===== config.mk =====
export PLATFORM = sky130hd
export DESIGN_NAME = beep_sequencer
export DESIGN_NICKNAME = d
export VERILOG_FILES = /design/src/rtl/beep_sequencer.sv
export SDC_FILE = /design/constraint.sdc
export NUM_CORES = 1
export LEC_CHECK = 0
export CAP_MARGIN = 20
export CORE_UTILIZATION = 35
export CTS_BUF_LIST = sky130_fd_sc_hd__clkbuf_8
export CTS_CLUSTER_SIZE = 14
export DETAILED_ROUTE_END_ITERATION = 12
export GPL_TIMING_DRIVEN = 1
export PLACE_DENSITY = 0.58
export RECOVER_POWER = 50
export SYNTH_ARGS = -nofsm -noshare
export SYNTH_HDL_FRONTEND = slang
export SYNTH_SLANG_ARGS = --single-unit

===== constraint.sdc =====
create_clock -name sys_clk -period 7.5 [get_ports sys_clk]
set_input_delay 1.875 -clock sys_clk [delete_from_list [all_inputs] [get_ports sys_clk]]
set_output_delay 1.875 -clock sys_clk [all_outputs]
set_load 0.005 [all_outputs]

===== src/rtl/beep_sequencer.sv =====
// Queued square-wave tone generator: notes {code, dur, duty} are pushed into a
// FIFO and played one at a time on a registered buzzer output, each followed by a silent gap.
module beep_sequencer #(
    parameter int DIV_W    = 18,
    parameter int DUR_W    = 4,
    parameter int UNIT_MAX = 24_999_999,
    parameter int GAP_LEN  = 2_500_000,
    parameter int DEPTH    = 8,
    parameter int NOTE1    = 190839,
    parameter int NOTE2    = 170067,
    parameter int NOTE3    = 151415,
    parameter int NOTE4    = 143265,
    parameter int NOTE5    = 127550,
    parameter int NOTE6    = 113635,
    parameter int NOTE7    = 101214
) (
    input  logic                     sys_clk,
    input  logic                     sys_rst,
    input  logic                     stop,
    input  logic                     note_valid,
    output logic                     note_ready,
    input  logic [2:0]               note_code,
    input  logic [DUR_W-1:0]         note_dur,
    input  logic [1:0]               duty_sel,
    output logic                     beep,
    output logic                     busy,
    output logic                     note_done,
    output logic [$clog2(DEPTH):0]   fifo_level
);

    localparam int PTR_W  = $clog2(DEPTH);
    localparam int UNIT_W = (UNIT_MAX > 0) ? $clog2(UNIT_MAX + 1) : 1;
    localparam int GAP_W  = (GAP_LEN > 1) ? $clog2(GAP_LEN) : 1;
    localparam logic [UNIT_W-1:0] UNIT_LAST = UNIT_W'(UNIT_MAX);
    localparam logic [GAP_W-1:0]  GAP_LAST  = GAP_W'((GAP_LEN > 0) ? GAP_LEN - 1 : 0);
    localparam bit NO_GAP = (GAP_LEN == 0);

    typedef enum logic [1:0] {IDLE, LOAD, PLAY, GAP} state_t;

    typedef struct packed {
        logic [2:0]       code;
        logic [DUR_W-1:0] dur;
        logic [1:0]       duty;
    } note_t;

    state_t state, next_state;

    note_t            mem [DEPTH];
    note_t            cur;
    logic [PTR_W-1:0] wr_ptr, rd_ptr;
    logic [PTR_W:0]   count;
    logic             push, pop, full;

    logic [DIV_W-1:0]  period, thresh, freq_cnt;
    logic [DIV_W-1:0]  load_period, load_thresh;
    logic [UNIT_W-1:0] unit_cnt;
    logic [DUR_W-1:0]  dur, dur_cnt;
    logic [GAP_W-1:0]  gap_cnt;
    logic              play_last, gap_last, done_evt;

    assign full       = (count == (PTR_W + 1)'(DEPTH));
    assign note_ready = !full && !stop && !sys_rst;
    assign push       = note_valid && note_ready;
    // A fresh push is invisible to the pop until count has been updated.
    assign pop        = (state == IDLE) && (count != '0) && !stop && !sys_rst;
    assign busy       = (state != IDLE) || (count != '0);
    assign fifo_level = count;

    assign play_last = (unit_cnt == UNIT_LAST) && (dur_cnt == dur - DUR_W'(1));
    assign gap_last  = (gap_cnt == GAP_LAST);
    assign done_evt  = ((state == PLAY) && play_last && NO_GAP) ||
                       ((state == GAP) && gap_last);

    always_comb begin
        load_period = DIV_W'(NOTE1);
        case (cur.code)
            3'd2:    load_period = DIV_W'(NOTE2);
            3'd3:    load_period = DIV_W'(NOTE3);
            3'd4:    load_period = DIV_W'(NOTE4);
            3'd5:    load_period = DIV_W'(NOTE5);
            3'd6:    load_period = DIV_W'(NOTE6);
            3'd7:    load_period = DIV_W'(NOTE7);
            default: load_period = DIV_W'(NOTE1);
        endcase
        load_thresh = load_period - (load_period >> (3'(cur.duty) + 3'd1));
    end

    always_comb begin
        next_state = state;
        case (state)
            IDLE:    if (count != '0) next_state = LOAD;
            LOAD:    next_state = PLAY;
            PLAY:    if (play_last) next_state = NO_GAP ? IDLE : GAP;
            GAP:     if (gap_last) next_state = IDLE;
            default: next_state = IDLE;
        endcase
        if (stop) next_state = IDLE;
    end

    always_ff @(posedge sys_clk) begin
        if (sys_rst) state <= IDLE;
        else         state <= next_state;
    end

    always_ff @(posedge sys_clk) begin
        if (push) mem[wr_ptr] <= '{code: note_code, dur: note_dur, duty: duty_sel};
    end

    always_ff @(posedge sys_clk) begin
        if (sys_rst || stop) begin
            wr_ptr    <= '0;
            rd_ptr    <= '0;
            count     <= '0;
            beep      <= 1'b0;
            note_done <= 1'b0;
            freq_cnt  <= '0;
            unit_cnt  <= '0;
            dur_cnt   <= '0;
            gap_cnt   <= '0;
        end else begin
            if (push) wr_ptr <= wr_ptr + 1'b1;
            if (pop) begin
                cur    <= mem[rd_ptr];
                rd_ptr <= rd_ptr + 1'b1;
            end
            case ({push, pop})
                2'b10:   count <= count + 1'b1;
                2'b01:   count <= count - 1'b1;
                default: ;
            endcase
            beep      <= (state == PLAY) && (cur.code != 3'd0) && (freq_cnt >= thresh);
            note_done <= done_evt;
            case (state)
                LOAD: begin
                    period   <= load_period;
                    thresh   <= load_thresh;
                    dur      <= (cur.dur == '0) ? DUR_W'(1) : cur.dur;
                    freq_cnt <= '0;
                    unit_cnt <= '0;
                    dur_cnt  <= '0;
                    gap_cnt  <= '0;
                end
                PLAY: begin
                    freq_cnt <= (freq_cnt == period) ? '0 : freq_cnt + 1'b1;
                    if (unit_cnt == UNIT_LAST) begin
                        unit_cnt <= '0;
                        dur_cnt  <= dur_cnt + 1'b1;
                    end else begin
                        unit_cnt <= unit_cnt + 1'b1;
                    end
                end
                GAP:     gap_cnt <= gap_cnt + 1'b1;
                default: ;
            endcase
        end
    end

endmodule


==> run metrics, run 1 <==
1st-pass router iterations 5; critical setup path kind in2out; critical path required time 5620 ps; DIE HEIGHT 175.7 um; worst slew pin tran 2327 ps; clk slew on worst S/H paths 60 ps; clock share of power 45.2%; Num CTS Buffers 38; Post-Route WL 22.75 mm; most frequent cells in the layout 121 x edfxtp_1, 106 x nor2_1, 83 x dfxtp_1; Arr. time, crit path 3790 ps; CORE AREA 29640 um2; Max clock buf depth 3; Initial Util 35.62%; sequential share of power 52.1%; Via density 5.230; setup TNS 0 ps; P per Cell Area 191.4 nW/um2; synthesized flop and latch total 204; dpl hpwl 15.37 mm; TritonCTS clock tree yes; Tot Pwr 2.281 mW; full die area 30860 um2; Post-CTS Setup Inserts 0; failing checks max-capacitance violations, max-slew violations; layout cells sized above 1 9.701%; Fmax 176.6 MHz; CP Launch Type input pin; drt drc 0; vias in the first global route 7549; row cnt 63; CP Capture Type primary output; CTS HTree Levels 2; Root Driver clkbuf_8; final core utilization 40.19%; top_reg_cell synth edfxtp_1; DRT iter0 DRCs 502; Via Count 7646; number of max-cap violations 2; main area contributors after synthesis edfxtp_1 34%, dfxtp_1 16%, ha_1 5.9%; internal power 1.780 mW; slew margin rel. -56.75%; Max VDD drop 0.1297 mV; GP Congestion 0.8353; worst clock skew 17.82 ps; first-pass GRT wire length 37.94 mm; Layout area overhead 12.84%; max-slew violations 63; synth unique cells 72; ANT cells 0; port bufs 20; GRT Residual Overflow 0; Async S/R FF share, synth 0%; final net count 1108; switching power share of the total 21.97%; largest net degree at the start of global routing 44; beginning of the worst hold path cur[4]; crit share post-route 75.52%; Clock Latency Late Sink 530 ps; commonest non-fill, non-tap cell in the layout edfxtp_1; Synth area leader edfxtp_1; Net Sw Power 0.5010 mW; GRT Total Usage 15.14%; post-route antenna net violation count 0; post-synthesis sequential area ratio 50.15%; RSZ-0062 raised after global routing no; CP max FO 5; hold crit path type reg2reg; EDFF count, synth 121; final setup fails 0; final hold vios 0; synthesized netlist net count 1076; Horiz. Die Dim 175.7 um; Lkg Pwr 4.159 nW; clk sink count 204; WL/cell 15.56 um; post-CTS resize count 0; Ys Warns 0; post-synth top area share 34.42%; Worst Setup SP stop; Synth Area per Inst 10.44 um2; initial antenna violation count 0; Hold WS 453.1 ps; IO Pins 21; Comb power frac 2.6%; R2R Path Start cur[7]; min Tclk post-route 5664 ps; post-synthesis cell count 1011; hold_buf cts 0; status finished, violations left; Cell Area, Synth 10560 um2
cell type report:
type	instances	area [um2]
inverters	50	187.7
repair buffers	32	286.5
fillers	2976	17730
well taps	390	488.0
flip-flops and latches	204	5295
clock buffers	44	605.6
multi-input cells	717	4915
clock inverters	25	135.1
per-layer routing:
metal	wire length, um	track usage [%]
met3	937	2.294
met4	618	5.906
met2	10550	24.80
met5	0	0
met1	10640	20.06
logic make-up (layout without fill, tap and decap cells):
group / count (synthesis) / after routing / synth area share (%)
AOI/OAI and AO/OA: 211 / 211 / 12.84
DFF: 204 / 204 / 50.15
and+or+nand+nor: 351 / 351 / 16.15
xor gates and xnor gates: 69 / 69 / 5.724
adders and majority gates: 52 / 52 / 6.305
muxes: 34 / 34 / 5.499
buffers and inverters: 90 / 151 / 3.330
cell usage after synthesis, drive strengths merged (9+ instances only):
library cell	instances
nand2b	9
nor2	106
xor2	28
and2	9
o21a	12
ha	50
dfxtp	83
xnor2	41
and3	13
nand4	23
mux4	18
nor3	26
edfxtp	121
mux2	12
nand3	47
buf	14
o21ai	48
clkbuf	26
inv	48
a21oi	61
a21o	17
nand2	75
sequential cells by signal, summed over array words and instances (netlist names):
signal,flops
mem,72
unit_cnt,25
gap_cnt,22
freq_cnt,18
period,18
thresh,18
cur,9
dur,4
dur_cnt,4
fifo_level,4
rd_ptr,3
wr_ptr,3
state,2
beep,1
note_done,1
power groups by stage:
stage	sequential, mW	combinational [mW]	clock (mW)
floorplan	1.21	0.0378	0
global placement	1.21	0.0615	0
detailed placement	1.21	0.0619	0
CTS	1.19	0.0622	1.06
global route	1.19	0.0670	1.11
finish	1.19	0.0598	1.03
critical path, cell delays in order:
cell	delay (ps)
dlygate4sd3_1	540
or2_0	370
a21oi_1	410
clkdlybuf4s50_1	590
stage by stage:
| stage | instance area (um2) | cells | setup WS, ps |
|---|---|---|---|
| 2_1_floorplan | 10560 | 1011 | 3071 |
| 6_report | 11910 | 1462 | 1836 |
| 3_5_place_dp | 11160 | 1390 | 2025 |
| 3_3_place_gp | 11160 | 1390 | 2008 |
| 4_1_cts | 11900 | 1459 | 2020 |
| 5_1_grt | 11910 | 1462 | 1770 |
path summary, 6_finish.rpt:
kind / endpoint / slack [ps] / depth (start not counted)
setup / recovery: note_ready / 1840 / 4
hold / removal: dur[2] / 450 / 0
setup reg to reg: thresh[10] / 3200 / 14
hold reg to reg: dur[2] / 450 / 0
(Power assumes the default switching activity.)
==> run 2: changes to the inputs <==
==> constraint.sdc (replaced) <==
create_clock -name sys_clk -period 5.65 [get_ports sys_clk]
set_input_delay 1.4125 -clock sys_clk [delete_from_list [all_inputs] [get_ports sys_clk]]
set_output_delay 1.4125 -clock sys_clk [all_outputs]
set_load 0.005 [all_outputs]
==> run metrics, run 2 (synthesis gave the netlist of run 1 again) <==
drt drc 0 (unchanged); number of max-cap violations 2 (unchanged); Arr. time, crit path 5250 ps (+1460 ps); crit path setup slack, layout 823.6 ps (-1013 ps); CP Launch Type input pin; WL/cell 15.26 um (-1.9%); IO Pins 21 (unchanged); Most flops, register mem; placed cell count 1391 (+0.072%); area of the multi-input gates 4917 um2 (about the same); CP cell instances clkdlybuf4s50_1, or2_0, clkbuf_1, nor2_1, ha_1, ha_1, a21o_1, a21oi_1, xnor2_1, or3_1, a21oi_1; CORE AREA 29640 um2 (unchanged); ANT cells 0 (unchanged); DIE HEIGHT 175.7 um (unchanged); Post-CTS Setup Inserts 0 (unchanged); CP Capture Type flop; full die area 30860 um2 (unchanged); setup TNS 0 ps (unchanged); final net count 1106 (-0.18%); crit share post-route 85.42%; failing checks max-capacitance violations, max-slew violations; first-pass GRT wire length 37.14 mm (-2.1%); hold crit path type reg2reg; Largest register FFs 72 (unchanged); non-filler cells, final 1459 (-0.21%); final core utilization 39.94% (-0.26 points); Layout fillers 2918 (-1.9%); 1st-pass router iterations 5 (unchanged); Max clock buf depth 3 (unchanged); Post-Route WL 22.27 mm (-2.1%); post-route antenna net violation count 0 (unchanged); status finished, violations left; Reg area 5295 um2 (unchanged); Via density 5.173 (-1.1%); clk slew on worst S/H paths 60 ps (about the same); CP max FO 40 (+35); Regs by FF count mem (72), unit_cnt (25), gap_cnt (22); commonest non-fill, non-tap cell in the layout edfxtp_1; worst clock skew 15.59 ps (-2.229 ps); Place WS 1081 ps (-944.1 ps); Worst path max stage delay 1390 ps (+800 ps); initial antenna violation count 0 (unchanged); critical setup path kind in2reg; Initial Util 35.62% (unchanged); Fmax 207.2 MHz; DRT iter0 DRCs 391 (-22%); GP Congestion 0.8648 (+3.5%); layout cells sized above 1 9.167% (-0.53 points); Horiz. Die Dim 175.7 um (unchanged); final setup fails 0 (unchanged); Via Count 7547 (-1.3%); dpl hpwl 15.08 mm (-1.9%); CTS HTree Levels 2 (unchanged); CP top delay family buffers and inverters; WHS Path Cells 0 (unchanged); Lkg Pwr 4.126 nW (-0.79%); r2r worst-path depth 14 (unchanged); GRT Residual Overflow 0 (unchanged); Buffers & Inverters on Critical Path 2 (unchanged); RSZ-0062 raised after global routing no; Clock Latency Late Sink 520 ps (about the same); Layout area overhead 12.11%; most frequent cells in the layout 121 x edfxtp_1, 106 x nor2_1, 83 x dfxtp_1; Max VDD drop 0.2328 mV (+79%); P per Cell Area 247.3 nW/um2 (+29%); Slowest cell on crit path clkbuf_1; final hold vios 0 (unchanged); critical path required time 6080 ps (+460 ps); largest net degree at the start of global routing 41 (-6.8%); critical path depth 11 (+7); slew margin rel. -61.07% (-4.3 points); worst slew pin tran 2415 ps (+88.08 ps); Num CTS Buffers 37 (-2.6%); DP Area 11160 um2 (about the same); TritonCTS clock tree yes; row cnt 63 (unchanged); post-CTS resize count 0 (unchanged); Root Driver clkbuf_8; vias in the first global route 7337 (-2.8%); port bufs 20 (unchanged); max-slew violations 82 (+30%); clk sink count 204 (unchanged); hold_buf cts 0 (unchanged); GRT Total Usage 14.85% (-0.29 points); fin area 11840 um2 (-0.64%); min Tclk post-route 4826 ps
==> run 2: cell types whose count changed in the layout (fill, tap and decap cells not counted), sizes merged <==
| cell | delta |
|---|---|
| inv | +1 |
| clkinv | +1 |
| clkbuf | -1 |
| dlygate4sd3 | +1 |
| bufinv | -1 |
| buf | -3 |
| clkdlybuf4s50 | -1 |
==> run 2: stage by stage <==
| step | hold slack, ps | power, mW |
|---|---|---|
| 2_1_floorplan | 450.3 | 1.658 |
| 3_3_place_gp | 432.2 | 1.691 |
| 3_5_place_dp | 434.2 | 1.692 |
| 4_1_cts | 446.9 | 2.981 |
| 5_1_grt | 464.5 | 3.061 |
| 6_report | 445.8 | 2.928 |
==> run 2: final cells by class <==
cell class                 count  area share [%]
clock buffer                  41           4.767
clock inverter                26          0.9831
inverter                      50           1.586
multi-input combinational    717           41.54
sequential                   204           44.74
tap                          390           4.123
timing repair buffer          31           2.262
==> run 2: final timing paths <==
kind                 from            end  slack [ps]
hold reg to reg    cur[4]         dur[2]         450
hold / removal     cur[4]         dur[2]         450
setup / recovery  sys_rst  fifo_level[3]         820
setup reg to reg   cur[7]     thresh[10]        1470
==> run 2: per-layer routing <==
| layer | vias to the layer above | global-route usage (%) | part of all wire (%) |
|---|---|---|---|
| li1 | 3788 | - | - |
| met1 | 3594 | 20.09 | 48 |
| met2 | 126 | 23.76 | 46 |
| met3 | 39 | 2.792 | 3.6 |
| met4 | 0 | 5.000 | 1.9 |
| met5 | - | 0 | 0 |
==> run 2: power by group <==
| group | internal, mW | leakage [nW] | switching (mW) |
|---|---|---|---|
| registers | 1.58 | 1.76 | 0.00326 |
| clock network | 0.669 | 0.401 | 0.600 |
| logic | 0.0303 | 1.97 | 0.0493 |
| total | 2.27 | 4.13 | 0.653 |
